File: config.mk
export PLATFORM = sky130hd
export DESIGN_NAME = blink_seq_ctrl
export DESIGN_NICKNAME = d
export VERILOG_FILES = /design/src/rtl/blink_pkg.sv /design/src/rtl/blink_prescaler.sv /design/src/rtl/blink_seq_ctrl.sv
export SDC_FILE = /design/constraint.sdc
export NUM_CORES = 1
export LEC_CHECK = 0
export ABC_AREA = 1
export ABC_CLOCK_PERIOD_IN_PS = 2850
export BUFFER_PORTS_ARGS = -buffer_cell sky130_fd_sc_hd__buf_2
export CAP_MARGIN = 15
export CELL_PAD_IN_SITES_DETAIL_PLACEMENT = 1
export CELL_PAD_IN_SITES_GLOBAL_PLACEMENT = 2
export CORE_AREA = 10 10 105 107
export DETAILED_ROUTE_END_ITERATION = 8
export DIE_AREA = 0 0 115 117
export PLACE_DENSITY_LB_ADDON = 0.1
export SLEW_MARGIN = 30
export SYNTH_ARGS = -nofsm -noshare
export SYNTH_HDL_FRONTEND = slang
export SYNTH_SLANG_ARGS = --single-unit
File: constraint.sdc
create_clock -name clk -period 2.85 [get_ports clk]
set_input_delay 0.285 -clock clk [delete_from_list [all_inputs] [get_ports clk]]
set_output_delay 0.285 -clock clk [all_outputs]
set_load 0.01 [all_outputs]
File: src/rtl/blink_pkg.sv
// rtl/blink_pkg.sv - shared state, opcode and mode constants plus pattern helpers
package blink_pkg;

  localparam logic [1:0] ST_IDLE = 2'd0;
  localparam logic [1:0] ST_RUN  = 2'd1;
  localparam logic [1:0] ST_HOLD = 2'd2;

  localparam logic [1:0] OP_SET_EXP  = 2'd0;
  localparam logic [1:0] OP_SET_MODE = 2'd1;
  localparam logic [1:0] OP_START    = 2'd2;
  localparam logic [1:0] OP_STOP     = 2'd3;

  localparam logic [1:0] MODE_ROTL   = 2'd0;
  localparam logic [1:0] MODE_ROTR   = 2'd1;
  localparam logic [1:0] MODE_BOUNCE = 2'd2;
  localparam logic [1:0] MODE_INVERT = 2'd3;

  localparam logic [7:0] PAT_INIT = 8'h01;

  // Bounce direction for the next shift: the ends force a reversal before shifting.
  function automatic logic bounce_dir(input logic [7:0] pat, input logic dir_left);
    logic go_left;
    if (pat[7])      go_left = 1'b0;
    else if (pat[0]) go_left = 1'b1;
    else             go_left = dir_left;
    return go_left;
  endfunction

  function automatic logic [7:0] next_pattern(input logic [1:0] mode, input logic [7:0] pat,
                                              input logic dir_left);
    logic [7:0] res;
    case (mode)
      MODE_ROTL:   res = {pat[6:0], pat[7]};
      MODE_ROTR:   res = {pat[0], pat[7:1]};
      MODE_BOUNCE: res = bounce_dir(pat, dir_left) ? (pat << 1) : (pat >> 1);
      default:     res = ~pat;
    endcase
    return res;
  endfunction

endpackage

File: src/rtl/blink_prescaler.sv
// rtl/blink_prescaler.sv - power-of-two prescaler producing a one-cycle tick
module blink_prescaler #(
  parameter int PRESC_W = 16
) (
  input  logic       clk,
  input  logic       rst_n,
  input  logic       run,
  input  logic       clear,
  input  logic [3:0] exponent,
  output logic       tick
);

  logic [PRESC_W-1:0] r_count;
  logic [PRESC_W-1:0] w_limit;

  assign w_limit = (PRESC_W'(1) << exponent) - PRESC_W'(1);
  assign tick    = run && (r_count == w_limit);

  // Count while running; wrap on the terminal count, hold otherwise.
  always_ff @(posedge clk or negedge rst_n) begin
    if (!rst_n)      r_count <= '0;
    else if (clear)  r_count <= '0;
    else if (tick)   r_count <= '0;
    else if (run)    r_count <= r_count + PRESC_W'(1);
  end

endmodule

File: src/rtl/blink_seq_ctrl.sv
// rtl/blink_seq_ctrl.sv - strobed-command LED pattern sequencer
module blink_seq_ctrl
  import blink_pkg::*;
#(
  parameter int         PRESC_W = 16,
  parameter logic [3:0] DEF_EXP = 4'd4
) (
  input  logic       clk,
  input  logic       rst_n,
  input  logic       ena,
  input  logic [7:0] ui_in,
  input  logic [7:0] uio_in,
  output logic [7:0] uo_out,
  output logic [7:0] uio_out,
  output logic [7:0] uio_oe
);

  logic [1:0] r_state;
  logic [7:0] r_pattern;
  logic [1:0] r_mode;
  logic [3:0] r_exp;
  logic [2:0] r_step;
  logic       r_tick;
  logic       r_dir_left;
  logic       r_strobe;
  logic       r_armed;

  logic [1:0] w_state_nxt;
  logic [1:0] w_op;
  logic       w_cmd;
  logic       w_run;
  logic       w_presc_clear;
  logic       w_tick;
  logic       w_unused;

  assign w_unused = &{1'b0, uio_in, ui_in[4]};

  // r_armed blocks the first edge after reset so a strobe held across release is not a command.
  assign w_cmd = ui_in[7] & ~r_strobe & r_armed;
  assign w_op  = ui_in[6:5];
  assign w_run = (r_state == ST_RUN) && ena;
  assign w_presc_clear = w_cmd && ((w_op == OP_SET_EXP) ||
                                   ((w_op == OP_START) && (r_state == ST_IDLE)));

  blink_prescaler #(.PRESC_W(PRESC_W)) u_presc (
    .clk      (clk),
    .rst_n    (rst_n),
    .run      (w_run),
    .clear    (w_presc_clear),
    .exponent (r_exp),
    .tick     (w_tick)
  );

  // Strobe edge detector history.
  always_ff @(posedge clk or negedge rst_n) begin
    if (!rst_n) begin
      r_strobe <= 1'b0;
      r_armed  <= 1'b0;
    end else begin
      r_strobe <= ui_in[7];
      r_armed  <= 1'b1;
    end
  end

  // Next state: commands first, then the enable-driven RUN/HOLD handover.
  always_comb begin
    w_state_nxt = r_state;
    if (w_cmd && (w_op == OP_STOP))
      w_state_nxt = ST_IDLE;
    else if (w_cmd && (w_op == OP_START) && (r_state == ST_IDLE))
      w_state_nxt = ST_RUN;
    else if ((r_state == ST_RUN) && !ena)
      w_state_nxt = ST_HOLD;
    else if ((r_state == ST_HOLD) && ena)
      w_state_nxt = ST_RUN;
  end

  // State register.
  always_ff @(posedge clk or negedge rst_n) begin
    if (!rst_n) r_state <= ST_IDLE;
    else        r_state <= w_state_nxt;
  end

  // Pattern, configuration and step counter; a command wins over a coincident tick.
  always_ff @(posedge clk or negedge rst_n) begin
    if (!rst_n) begin
      r_pattern  <= PAT_INIT;
      r_mode     <= MODE_ROTL;
      r_exp      <= DEF_EXP;
      r_step     <= 3'd0;
      r_tick     <= 1'b0;
      r_dir_left <= 1'b1;
    end else if (w_cmd) begin
      r_tick <= 1'b0;
      case (w_op)
        OP_SET_EXP: r_exp <= ui_in[3:0];
        OP_SET_MODE: begin
          r_mode     <= ui_in[1:0];
          r_pattern  <= PAT_INIT;
          r_dir_left <= 1'b1;
        end
        OP_STOP: begin
          r_pattern <= PAT_INIT;
          r_step    <= 3'd0;
        end
        default: ;
      endcase
    end else if (w_tick) begin
      r_pattern <= next_pattern(r_mode, r_pattern, r_dir_left);
      if (r_mode == MODE_BOUNCE)
        r_dir_left <= bounce_dir(r_pattern, r_dir_left);
      r_step <= r_step + 3'd1;
      r_tick <= 1'b1;
    end else begin
      r_tick <= 1'b0;
    end
  end

  assign uo_out  = r_pattern;
  assign uio_out = {r_step, r_mode, r_tick, (r_state == ST_HOLD), (r_state == ST_RUN)};
  assign uio_oe  = 8'hFF;

endmodule

==> impl_metrics.ini <==
[logic_synthesis]
yosys_register_bits = 39
synth_top_area_share_pct = 32.5
ys_types = 35
synth.most_common_cell = nand2_1
yosys-top-cells-area = dfrtp_1 (32%), nand2_1 (17%), inv_1 (6.2%)
synthFlopType = dfrtp_1
synthCells = 390
ys_seq_area_share_pct = 35.3
synth_top_area_cell = dfrtp_1
ys_top_cells_by_count = nand2_1 (124), inv_1 (46), dfrtp_1 (36)
async_reset_ff_share_pct = 100
synth_edf_count = 0
syn_area_per_cell_sq_um = 7.11
yosys_warnings = 0
synth_area_sq_mm = 0.00277

[cts]
cts_resized = 0
clock_path_buffers = 2
htreeDepth = 2
path_clk_slew_ns = 0.09
clock_latency_ns = 0.30
ctsRootBufferMaster = clkbuf_8
cts.sinks = 39
cts_tree = done
numCtsBuffers = 5

[worst_hold_path]
min-delay-start = ui_in[7]
holdPathEnd = r_strobe$_DFF_PN0_
min_path_type = in -> reg
hold_path_depth = 1

[power_and_ir_drop]
combPwrFrac_pct = 43.0
pwr-share-clk_pct = 22.5
p_seq_share_pct = 34.6
p_sw_mw = 1.11
p_leak_nw = 1.50
internal_power_mw = 1.46
ir_drop_mv = 0.359
power_density_mw_per_mm2 = 821
switching_share_pct = 43.3

[sta]
holdWs_ns = 0.101
max-slew-margin-rel_pct = 63.5
fin_crit_sh_pct = 86.4
finalSetupViolCount = 0
slew_violations = 0
setup_slack_ns = 0.388
post-route-min-period_ns = 2.46
fmaxAchievable_ghz = 0.406
rsz0062_at_grt = false
fin_skew_ns = 0.0120
hold_viol = 0
tns_ns = 0
worst_pin_slew_ns = 0.547

[outcome]
status = finished clean

[global_routing]
grt_pass1_vias = 2601
antenna_found_initial = 0
gr-total-overflow = 0
grt_pass1_wl_um = 13300
grt_usage_pct = 12.3
grt_max_degree = 40

[layout]
final_area_sq_mm = 0.00313
fin_nets = 443
layout.cells.non_filler = 533
area_delta_synth_final_pct = 13.0
diodes = 0
fillers = 1156
drive_gt1_share_pct = 16.4

[flow_run]
max_cap_violations = 0

[critical_path]
r2r_cells = 15
rrSetupSlack_ns = 0.39
cp-start-kind = register
worstPathMaxFanout = 15
critical_path_class = reg -> reg
required_ns = 3.02
crit_path_end_kind = register
critPathArrivalTime_ns = 2.64
r2r-end = u_presc.r_count[3]$_DFFE_PN0P_
timing.rr.start = r_exp[1]$_DFFE_PN0P_

[routing]
num_vias = 2529
dr.pass1.iters = 5
post_drt_via_cell_ratio = 4.74
wl_per_cell_um = 15.2
drt_iter0_drc = 97
wl_um = 8120
drc = 0
ant_nets = 0

[die]
initial_core_util_pct = 30.7
die_x_um = 115
fp.dieH_um = 117
row_count = 35
core_sq_mm = 0.00902
dieArea_sq_mm = 0.0135
io_pins = 43

[placed_design]
placed_area_sq_mm = 0.00299
port_buffers = 25
gp_congestion = 0.794
dp_hpwl_um = 6240
dp_worst_setup_slack_ns = 0.371
dpl.cell_count = 524
[metal layers]
metal	track usage [%]	vias up	share of wire, %
li1	-	1292	-
met5	0	-	0
met2	18.4	28	43
met4	3.47	0	0.92
met3	2.24	6	2.8
met1	17.6	1203	53
[worst max path at each step]
stage | start | to | slack (ns) | depth (start not counted)
after global placement | r_exp[1]$_DFFE_PN0P_ | u_presc.r_count[0]$_DFFE_PN0P_ | 0.39 | 15
after global routing | r_exp[0]$_DFFE_PN0P_ | u_presc.r_count[2]$_DFFE_PN0P_ | 0.09 | 15
after floorplan | r_exp[3]$_DFFE_PN0P_ | u_presc.r_count[5]$_DFFE_PN0P_ | 0.77 | 15
after detailed placement | r_exp[1]$_DFFE_PN0P_ | u_presc.r_count[3]$_DFFE_PN0P_ | 0.37 | 15
final | r_exp[1]$_DFFE_PN0P_ | u_presc.r_count[3]$_DFFE_PN0P_ | 0.39 | 15
after CTS | r_exp[0]$_DFFE_PN0P_ | u_presc.r_count[3]$_DFFE_PN0P_ | 0.35 | 15
[power groups by stage]
stage | clock network [mW] | logic (mW) | registers (mW)
final | 0.577 | 1.10 | 0.889
after global placement | 0 | 1.10 | 0.900
after detailed placement | 0 | 1.11 | 0.901
after floorplan | 0 | 0.886 | 0.835
after global routing | 0.620 | 1.27 | 0.921
after CTS | 0.597 | 1.12 | 0.889
[critical path, stage by stage, from the launching register on]
cell and delay, ns:
dfrtp_1 0.47, nor2_1 0.25, nand2_1 0.11, ha_1 0.29
inv_1 0.10, nand2_1 0.05, nand2_1 0.06, nand2_1 0.05
nand2_1 0.09, nand2_1 0.05, nor2_1 0.08, nand2_1 0.10
nor2_4 0.17, nand2_2 0.10, nand2_4 0.23, o22ai_1 0.11
[registers in the layout, indices dropped and copies added, names as in the netlist]
register / flops
r_state: 2
r_dir_left: 1
u_presc.r_count: 16
r_exp: 4
r_tick: 1
r_mode: 2
r_armed: 1
r_step: 3
r_strobe: 1
uo_out: 8
[timing repair]
| item | 4_1_cts | 5_1_grt |
|---|---|---|
| hold endpoints to repair | 33 | 0 |
| hold buffers | 1 | 0 |
| setup buffers | 0 | 0 |
[layout by cell type, fill, tap and decap left out, types with 2 or more instances in the layout]
master	n
o22ai_1	4
buf_2	24
nand2_2	3
nor2_4	4
clkbuf_8	5
nor2_2	2
a22oi_1	4
o21ai_1	4
o21ai_0	21
conb_1	9
inv_1	46
nand3_1	30
nand2_1	124
xor2_1	12
o22ai_2	10
o221ai_1	2
ha_1	3
a21oi_1	7
a31oi_1	2
buf_4	5
inv_2	5
nor3_1	4
xnor2_1	2
dfstp_2	3
dfrtp_1	36
nor2_1	35
bufinv_16	2
nand4_1	3
o211ai_1	2
nand2_4	2
[metrics by stage]
stage	total power, mW	util [%]
floorplan	1.72	-
global placement	2.00	33.1
detailed placement	2.01	33.1
CTS	2.61	34.7
global route	2.82	34.7
finish	2.57	34.7
[logic make-up after synthesis]
family | count (synthesis) | synth area share, %
DFF | 39 | 35.3
xor gates and xnor gates | 14 | 4.42
other | 1 | 0.135
and+or+nand+nor | 209 | 33.1
adders and majority gates | 3 | 1.35
AOI/OAI and AO/OA | 57 | 14.2
buffers and inverters | 67 | 11.5
[final cells by class]
class,count,area [sq um],share of cell area (%)
repair buffers,30,168,5.35
flip-flops and latches,39,980,31.3
clock inverters,3,67.6,2.16
multi-input cells,292,1510,48.1
clock buffers,5,68.8,2.20
inverters,53,204,6.51
well taps,111,139,4.43
(Power assumes the default switching activity.)
